$ cat config.mk
export PLATFORM = sky130hd
export DESIGN_NAME = fp_mul_pipe
export DESIGN_NICKNAME = d
export VERILOG_FILES = /design/src/rtl/fp_mul_pkg.sv /design/src/rtl/fp_round_norm.sv /design/src/rtl/fp_mul_pipe.sv
export SDC_FILE = /design/constraint.sdc
export NUM_CORES = 2
export LEC_CHECK = 0
export CAP_MARGIN = 20
export CORE_AREA = 5 5 210 212
export CTS_CLUSTER_DIAMETER = 80
export CTS_CLUSTER_SIZE = 12
export DETAILED_ROUTE_END_ITERATION = 8
export DIE_AREA = 0 0 215 217
export GPL_TIMING_DRIVEN = 1
export HOLD_SLACK_MARGIN = 0.06
export PLACE_DENSITY = 0.95
export SYNTH_ARGS = -nofsm -noshare
export SYNTH_HDL_FRONTEND = slang
export SYNTH_SLANG_ARGS = --single-unit
$ cat constraint.sdc
create_clock -name clk -period 16.7 [get_ports clk]
set_input_delay 1.67 -clock clk [delete_from_list [all_inputs] [get_ports clk]]
set_output_delay 1.67 -clock clk [all_outputs]
set_load 0.05 [all_outputs]
$ cat src/rtl/fp_mul_pkg.sv
// Shared types and constants for the pipelined floating-point multiplier.
// Operand classes, exponent bias, canonical quiet NaN and flag bit positions.
package fp_mul_pkg;

  typedef enum logic [1:0] {
    ZERO,
    NORM,
    INF,
    NAN
  } opClass_t;

  localparam int FLAG_INVALID   = 3;
  localparam int FLAG_OVERFLOW  = 2;
  localparam int FLAG_UNDERFLOW = 1;
  localparam int FLAG_INEXACT   = 0;

  localparam int MAX_W = 128;

  function automatic int expBias(input int expW);
    return (1 << (expW - 1)) - 1;
  endfunction

  // Canonical qNaN: positive sign, all-ones exponent, only the fraction MSB set.
  function automatic logic [MAX_W-1:0] qnanWord(input int expW, input int manW);
    logic [MAX_W-1:0] w;
    w = '0;
    for (int i = 0; i < expW; i++) begin
      w[manW + i] = 1'b1;
    end
    w[manW - 1] = 1'b1;
    return w;
  endfunction

endpackage

$ cat src/rtl/fp_round_norm.sv
// Combinational third stage: normalise the raw significand product, round to
// nearest-even and resolve special values. Flags exist only with FP_MUL_FLAGS_EN.
module fp_round_norm
  import fp_mul_pkg::*;
#(
  parameter int EXP_W = 8,
  parameter int MAN_W = 23
) (
  input  logic                     i_sign,
  input  opClass_t                 i_clsA,
  input  opClass_t                 i_clsB,
  input  logic signed [EXP_W+1:0]  i_exp,
  input  logic [2*MAN_W+1:0]       i_prod,
`ifdef FP_MUL_FLAGS_EN
  input  logic                     i_snan,
  output logic [3:0]               o_flags,
`endif
  output logic [EXP_W+MAN_W:0]     o_result
);

  localparam int W  = 1 + EXP_W + MAN_W;
  localparam int PW = 2 * MAN_W + 2;
  localparam logic [W-1:0] QNAN = W'(qnanWord(EXP_W, MAN_W));
  localparam logic signed [EXP_W+1:0] EXP_MAX = (EXP_W+2)'((1 << EXP_W) - 1);

  logic [PW-2:0]            w_norm;
  logic [MAN_W-1:0]         w_mant;
  logic                     w_guard;
  logic                     w_sticky;
  logic                     w_roundUp;
  logic [MAN_W:0]           w_mantRnd;
  logic signed [EXP_W+1:0]  w_expNorm;
  logic signed [EXP_W+1:0]  w_expRnd;
  logic                     w_infZero;
  logic                     w_nanCase;
  logic                     w_infCase;
  logic                     w_zeroCase;
  logic                     w_ovf;
  logic                     w_unf;

  // w_norm holds the bits below the leading one, left-aligned in either case.
  assign w_norm    = i_prod[PW-1] ? i_prod[PW-2:0] : {i_prod[PW-3:0], 1'b0};
  assign w_mant    = w_norm[PW-2:MAN_W+1];
  assign w_guard   = w_norm[MAN_W];
  assign w_sticky  = |w_norm[MAN_W-1:0];
  assign w_roundUp = w_guard & (w_sticky | w_mant[0]);
  assign w_mantRnd = {1'b0, w_mant} + (MAN_W+1)'(w_roundUp);
  assign w_expNorm = i_exp + (EXP_W+2)'(i_prod[PW-1]);
  assign w_expRnd  = w_expNorm + (EXP_W+2)'(w_mantRnd[MAN_W]);

  assign w_infZero  = ((i_clsA == INF) && (i_clsB == ZERO)) ||
                      ((i_clsA == ZERO) && (i_clsB == INF));
  assign w_nanCase  = (i_clsA == NAN) || (i_clsB == NAN) || w_infZero;
  assign w_infCase  = (i_clsA == INF) || (i_clsB == INF);
  assign w_zeroCase = (i_clsA == ZERO) || (i_clsB == ZERO);
  assign w_ovf      = w_expRnd >= EXP_MAX;
  assign w_unf      = w_expRnd[EXP_W+1] || (w_expRnd == '0);

  always_comb begin
    o_result = {i_sign, w_expRnd[EXP_W-1:0], w_mantRnd[MAN_W-1:0]};
    if (w_nanCase) begin
      o_result = QNAN;
    end else if (w_infCase || w_ovf) begin
      o_result = {i_sign, {EXP_W{1'b1}}, {MAN_W{1'b0}}};
    end else if (w_zeroCase || w_unf) begin
      o_result = {i_sign, {(W-1){1'b0}}};
    end
  end

`ifdef FP_MUL_FLAGS_EN
  always_comb begin
    o_flags = '0;
    if (w_nanCase) begin
      o_flags[FLAG_INVALID] = i_snan | w_infZero;
    end else if (!(w_infCase || w_zeroCase)) begin
      if (w_ovf) begin
        o_flags[FLAG_OVERFLOW] = 1'b1;
        o_flags[FLAG_INEXACT]  = 1'b1;
      end else if (w_unf) begin
        o_flags[FLAG_UNDERFLOW] = 1'b1;
        o_flags[FLAG_INEXACT]   = 1'b1;
      end else begin
        o_flags[FLAG_INEXACT] = w_guard | w_sticky;
      end
    end
  end
`endif

endmodule

$ cat src/rtl/fp_mul_pipe.sv
// 3-stage pipelined IEEE-754 multiplier (decode, multiply, normalise/round) with valid/ready.
// Define FP_MUL_FLAGS_EN to add the registered {invalid, overflow, underflow, inexact} flags port.
module fp_mul_pipe
  import fp_mul_pkg::*;
#(
  parameter int EXP_W = 8,
  parameter int MAN_W = 23
) (
  input  logic                  clk,
  input  logic                  rst,
  input  logic                  in_valid,
  output logic                  in_ready,
  input  logic [EXP_W+MAN_W:0]  a_in,
  input  logic [EXP_W+MAN_W:0]  b_in,
  output logic                  out_valid,
  input  logic                  out_ready,
  output logic [EXP_W+MAN_W:0]  out_data
`ifdef FP_MUL_FLAGS_EN
  ,
  output logic [3:0]            flags
`endif
);

  localparam int W  = 1 + EXP_W + MAN_W;
  localparam int PW = 2 * MAN_W + 2;
  localparam logic [EXP_W+1:0] BIAS = (EXP_W+2)'(expBias(EXP_W));

  function automatic opClass_t classOf(input logic [EXP_W-1:0] e, input logic [MAN_W-1:0] f);
    if (e == '0) begin
      return ZERO;
    end
    if (&e) begin
      return (f == '0) ? INF : NAN;
    end
    return NORM;
  endfunction

  logic                     w_en;
  logic [EXP_W-1:0]         w_expA;
  logic [EXP_W-1:0]         w_expB;
  logic [MAN_W-1:0]         w_fracA;
  logic [MAN_W-1:0]         w_fracB;
  logic signed [EXP_W+1:0]  w_expSum;
  logic [PW-1:0]            w_prod;
  logic [W-1:0]             w_result;

  logic                     r_s1Valid;
  logic                     r_s1Sign;
  opClass_t                 r_s1ClsA;
  opClass_t                 r_s1ClsB;
  logic signed [EXP_W+1:0]  r_s1Exp;
  logic [MAN_W:0]           r_s1SigA;
  logic [MAN_W:0]           r_s1SigB;

  logic                     r_s2Valid;
  logic                     r_s2Sign;
  opClass_t                 r_s2ClsA;
  opClass_t                 r_s2ClsB;
  logic signed [EXP_W+1:0]  r_s2Exp;
  logic [PW-1:0]            r_s2Prod;

  // A full output register that nobody is taking freezes the whole pipe.
  assign w_en     = !out_valid || out_ready;
  assign in_ready = w_en;

  assign w_expA   = a_in[W-2:MAN_W];
  assign w_expB   = b_in[W-2:MAN_W];
  assign w_fracA  = a_in[MAN_W-1:0];
  assign w_fracB  = b_in[MAN_W-1:0];
  assign w_expSum = {2'b00, w_expA} + {2'b00, w_expB} - BIAS;
  assign w_prod   = PW'(r_s1SigA) * PW'(r_s1SigB);

  always_ff @(posedge clk or posedge rst) begin
    if (rst) begin
      r_s1Valid <= 1'b0;
      r_s1Sign  <= 1'b0;
      r_s1ClsA  <= ZERO;
      r_s1ClsB  <= ZERO;
      r_s1Exp   <= '0;
      r_s1SigA  <= '0;
      r_s1SigB  <= '0;
    end else if (w_en) begin
      r_s1Valid <= in_valid;
      r_s1Sign  <= a_in[W-1] ^ b_in[W-1];
      r_s1ClsA  <= classOf(w_expA, w_fracA);
      r_s1ClsB  <= classOf(w_expB, w_fracB);
      r_s1Exp   <= w_expSum;
      r_s1SigA  <= {1'b1, w_fracA};
      r_s1SigB  <= {1'b1, w_fracB};
    end
  end

  always_ff @(posedge clk or posedge rst) begin
    if (rst) begin
      r_s2Valid <= 1'b0;
      r_s2Sign  <= 1'b0;
      r_s2ClsA  <= ZERO;
      r_s2ClsB  <= ZERO;
      r_s2Exp   <= '0;
      r_s2Prod  <= '0;
    end else if (w_en) begin
      r_s2Valid <= r_s1Valid;
      r_s2Sign  <= r_s1Sign;
      r_s2ClsA  <= r_s1ClsA;
      r_s2ClsB  <= r_s1ClsB;
      r_s2Exp   <= r_s1Exp;
      r_s2Prod  <= w_prod;
    end
  end

`ifdef FP_MUL_FLAGS_EN
  logic       r_s1Snan;
  logic       r_s2Snan;
  logic [3:0] w_flags;

  // Signalling NaN: all-ones exponent, nonzero fraction with the quiet bit clear.
  always_ff @(posedge clk or posedge rst) begin
    if (rst) begin
      r_s1Snan <= 1'b0;
      r_s2Snan <= 1'b0;
    end else if (w_en) begin
      r_s1Snan <= ((&w_expA) && (w_fracA != '0) && !w_fracA[MAN_W-1]) ||
                  ((&w_expB) && (w_fracB != '0) && !w_fracB[MAN_W-1]);
      r_s2Snan <= r_s1Snan;
    end
  end
`endif

  fp_round_norm #(
    .EXP_W (EXP_W),
    .MAN_W (MAN_W)
  ) u_roundNorm (
    .i_sign   (r_s2Sign),
    .i_clsA   (r_s2ClsA),
    .i_clsB   (r_s2ClsB),
    .i_exp    (r_s2Exp),
    .i_prod   (r_s2Prod),
`ifdef FP_MUL_FLAGS_EN
    .i_snan   (r_s2Snan),
    .o_flags  (w_flags),
`endif
    .o_result (w_result)
  );

  always_ff @(posedge clk or posedge rst) begin
    if (rst) begin
      out_valid <= 1'b0;
      out_data  <= '0;
    end else if (w_en) begin
      out_valid <= r_s2Valid;
      if (r_s2Valid) begin
        out_data <= w_result;
      end
    end
  end

`ifdef FP_MUL_FLAGS_EN
  always_ff @(posedge clk or posedge rst) begin
    if (rst) begin
      flags <= '0;
    end else if (w_en && r_s2Valid) begin
      flags <= w_flags;
    end
  end
`endif

endmodule

==> metrics.sh <==
OUTCOME='complete, no violations'
SYNTHCELLS=3053
CRIT_PATH_END_KIND='flip-flop'
WORST_SETUP_PATH_START_KIND='flip-flop'
LAYOUT_CELLS_SIZED_ABOVE_1_PCT=2.50
DIE_OUTLINE_AREA_SQ_UM=46700
DETAIL-ROUTE-ANTENNA-NETS=0
SYNTH_ENABLE_FLOP_CELLS=0
SYNTH.TOP_CELLS.BY_AREA='sky130_fd_sc_hd__fa_1 36%, sky130_fd_sc_hd__dfrtp_1 15%, sky130_fd_sc_hd__ha_1 8.9%'
SETUP_TOTAL_NEGATIVE_SLACK_NS=0
FIN_CRIT_SH_PCT=46.6
DP_HPWL_MM=53.7
TIMING_WORST_SLEW_PIN_VALUE_NS=1.12
CTS_ROOT_BUFFER='sky130_fd_sc_hd__clkbuf_16'
FINALSETUPVIOLCOUNT=0
SYN-CELL-AREA_SQ_UM=26800
PLACE_INST=3548
TIMING.REG2REG.SETUP_SLACK_NS=8.93
SYNTH.NET_COUNT=3796
CLK_PATH_BUF_DEPTH=2
FINAL_CORE_UTILIZATION_PCT=68.8
FINAL_HOLD_VIOL_COUNT=0
MAXCAP_VIOLATIONS=0
TOP_LIBRARY_CELLS_BY_USAGE_IN_THE_LAYOUT_FILL_AND_TAPS_ASIDE='579 x sky130_fd_sc_hd__nand2_1, 573 x sky130_fd_sc_hd__inv_1, 484 x sky130_fd_sc_hd__fa_1'
LAYOUT_OVERHEAD_ON_THE_SYNTHESIZED_AREA_PCT=7.01
GRT-OVFL-TOTAL=0
WORST-PATH-MAX-FANOUT=25
SLEW_VIOLATIONS=0
FINALWORSTPATHREQUIREDPERIOD_NS=7.77
FLOORPLAN.INITIALDENSITY_PCT=64.3
CTS_SETUP_BUFFERS=0
INSERTEDDIODECOUNT=0
DRT_PRE_ANTENNA_ITERS=7
LAYOUT.CELLS.NON_FILLER=3581
TRITONCTS='done'
I_O_PIN_CNT=102
CLK_PIN_SLEW_WORST_PATHS_NS=0.08
VIA_PER_INST=5.98
GR-USAGE-MET2_PCT=52.1
GRT.MET3_USAGE_PCT=6.66
HOLD-PATH-CELL-COUNT=2
DRTITER0DRC=1959
SYNTH_TOP_FLOP_CELL='sky130_fd_sc_hd__dfrtp_1'
GRT.MET1_USAGE_PCT=35.1
YS_TYPES=67
FINALNETCOUNT=3772
DRC=0
YS_ASYNC_SR_FRACTION_PCT=100
CTS-HTREE-LEVELS=4
POSTCTSRESIZEDCELLS=0
MAXIMUM_NUMBER_OF_PINS_ON_ONE_NET_BEFORE_GLOBAL_ROUTE_REPAIR=117
GPL.FINAL_WEIGHTED_CONGESTION=0.953
HOLD_CLASS='flip-flop to flip-flop'
YOSYS.AREA.TOP_TYPE_SHARE_PCT=36.1
YOSYSTOPAREACELL='sky130_fd_sc_hd__fa_1'
STANDARD_CELL_CORE_AREA_SQ_UM=41800
NUMCLOCKSINKS=160
ARRIVAL_NS=8.15
DIE_Y_UM=217
ANTENNA_FOUND_INITIAL=0
ROUTED_WIRE_LENGTH_MM=69.7
CTSHOLDBUFFERS=0
IO_BUFFERS=101
MAXSLEWHEADROOM_PCT=25.5
SYNTH_SEQ_AREA_SHARE_PCT=14.9
CRITPATHKIND='flip-flop to flip-flop'
CTS_INSERTED_BUFFERS=17
RSZ0062_AT_GRT='false'
INSERTION_DELAY_NS=0.46
WORST_CLK_SKEW_NS=0.0182
LAYOUT.CELLS.MOST_COMMON='sky130_fd_sc_hd__nand2_1'
STD_CELL_ROWS=75
GRT_FIRST_PASS_WIRELENGTH_MM=115
AVERAGE_WIRE_PER_CELL_IN_THE_ROUTED_DESIGN_UM=19.5
TIMING.CRITICAL_PATH.REQUIRED_NS=17.07
FIRST_GLOBAL_VIAS=23200
DIE_OUTLINE_WIDTH_UM=215
SYNTH_SEQ_CELLS=160
GRT_USE_TOTAL_PCT=30.4
ROUTE.VIAS.TOTAL=21400
FILL_CELLS=2804
CELL_COUNT_OF_THE_WORST_REG_TO_REG_PATH=23
AVGSYNTHCELLAREA_SQ_UM=8.79
MAX_FREQ_GHz=0.129
GLOBALROUTE.BUSIESTLAYER='met2'
SYNTH_WARNINGS=0
[routing by layer]
metal  up-vias  part of all wire [%]
li1       9219                     -
met1     10600                    34
met2      1199                    50
met3       365                   8.9
met4         0                   7.2
met5         -                     0
[worst paths after layout]
kind	startpoint	to
min	r_s1Exp[4]	r_s2Exp[4]
max in group asynchronous	rst	r_s2Prod[2]
min reg2reg	r_s1Exp[4]	r_s2Exp[4]
min in group asynchronous	rst	out_data[15]
max reg2reg	r_s1SigA[9]	r_s2Prod[47]
max	r_s1SigA[9]	r_s2Prod[47]
[cell type report]
cell class / instances / area [sq um] / area share [%]
clock buffers: 18 / 429 / 1.49
clock inverters: 14 / 196 / 0.684
inverters: 575 / 2170 / 7.54
multi-input cells: 2152 / 20100 / 69.8
flip-flops and latches: 160 / 4010 / 13.9
well taps: 539 / 674 / 2.35
repair buffers: 123 / 1200 / 4.17
[kinds of logic after synthesis]
kind of cell / share of synthesized area (%)
AOI/OAI and AO/OA: 6.49
xor gates and xnor gates: 2.84
adders and majority gates: 45.0
buffers and inverters: 10.4
DFF: 14.9
muxes: 0.737
and+or+nand+nor: 19.6
[worst max-delay path: stages (launching register included)]
cell                        delay, ns
sky130_fd_sc_hd__dfrtp_1         1.08
sky130_fd_sc_hd__and2_1          0.28
sky130_fd_sc_hd__fa_1            0.46
sky130_fd_sc_hd__fa_1            0.52
sky130_fd_sc_hd__inv_1           0.05
sky130_fd_sc_hd__fa_1            0.50
sky130_fd_sc_hd__inv_1           0.06
sky130_fd_sc_hd__fa_1            0.49
sky130_fd_sc_hd__inv_1           0.05
sky130_fd_sc_hd__fa_1            0.54
sky130_fd_sc_hd__inv_1           0.05
sky130_fd_sc_hd__fa_1            0.49
sky130_fd_sc_hd__inv_1           0.05
sky130_fd_sc_hd__fa_1            0.49
sky130_fd_sc_hd__inv_1           0.06
sky130_fd_sc_hd__ha_1            0.40
sky130_fd_sc_hd__nand4_1         0.18
sky130_fd_sc_hd__or2_2           0.31
sky130_fd_sc_hd__o22ai_1         0.17
sky130_fd_sc_hd__o21ai_1         0.16
sky130_fd_sc_hd__a211oi_1        0.61
sky130_fd_sc_hd__o2111ai_1       0.26
sky130_fd_sc_hd__and4_1          0.25
sky130_fd_sc_hd__nor3_1          0.17
[cells in the mapped netlist (6+ instances only)]
library cell and number:
sky130_fd_sc_hd__a211oi_1 12, sky130_fd_sc_hd__a21o_1 23, sky130_fd_sc_hd__a21oi_1 93, sky130_fd_sc_hd__a22o_1 23, sky130_fd_sc_hd__and2_1 291, sky130_fd_sc_hd__and3_1 15
sky130_fd_sc_hd__and4_1 6, sky130_fd_sc_hd__buf_1 13, sky130_fd_sc_hd__buf_2 8, sky130_fd_sc_hd__clkbuf_1 144, sky130_fd_sc_hd__dfrtp_1 160, sky130_fd_sc_hd__fa_1 484
sky130_fd_sc_hd__ha_1 191, sky130_fd_sc_hd__inv_1 575, sky130_fd_sc_hd__mux2_2 6, sky130_fd_sc_hd__mux2i_1 13, sky130_fd_sc_hd__nand2_1 579, sky130_fd_sc_hd__nand3_1 38
sky130_fd_sc_hd__nand3b_1 7, sky130_fd_sc_hd__nand4_1 19, sky130_fd_sc_hd__nor2_1 83, sky130_fd_sc_hd__nor2b_1 7, sky130_fd_sc_hd__nor3_1 17, sky130_fd_sc_hd__nor4_1 22
sky130_fd_sc_hd__o211ai_1 6, sky130_fd_sc_hd__o21a_1 8, sky130_fd_sc_hd__o21ai_0 47, sky130_fd_sc_hd__o21bai_1 8, sky130_fd_sc_hd__o22a_1 6, sky130_fd_sc_hd__xnor2_1 46
sky130_fd_sc_hd__xor2_1 41
[state kept, by name (all words and copies together) (netlist names)]
signal,count
r_s2Exp,10
r_s2Prod,48
r_s2ClsB,2
r_s1SigA,24
out_valid,1
r_s1ClsB,2
r_s2Sign,1
r_s1Sign,1
r_s2ClsA,2
r_s1Valid,1
r_s1ClsA,2
r_s2Valid,1
r_s1SigB,23
out_data,32
r_s1Exp,10
[stage by stage]
step           area, sq um  worst slack [ns]  hold slack, ns
2_1_floorplan        26800             10.14           0.439
3_3_place_gp         28100              9.36           0.451
3_5_place_dp         28100              9.18           0.458
4_1_cts              28700              9.05           0.476
5_1_grt              28700              8.61           0.499
6_report             28700              8.93           0.472
Power is left out: the tool's default activity adds up to more than one toggle a clock period on the data nets, which glitch-free logic cannot reach.
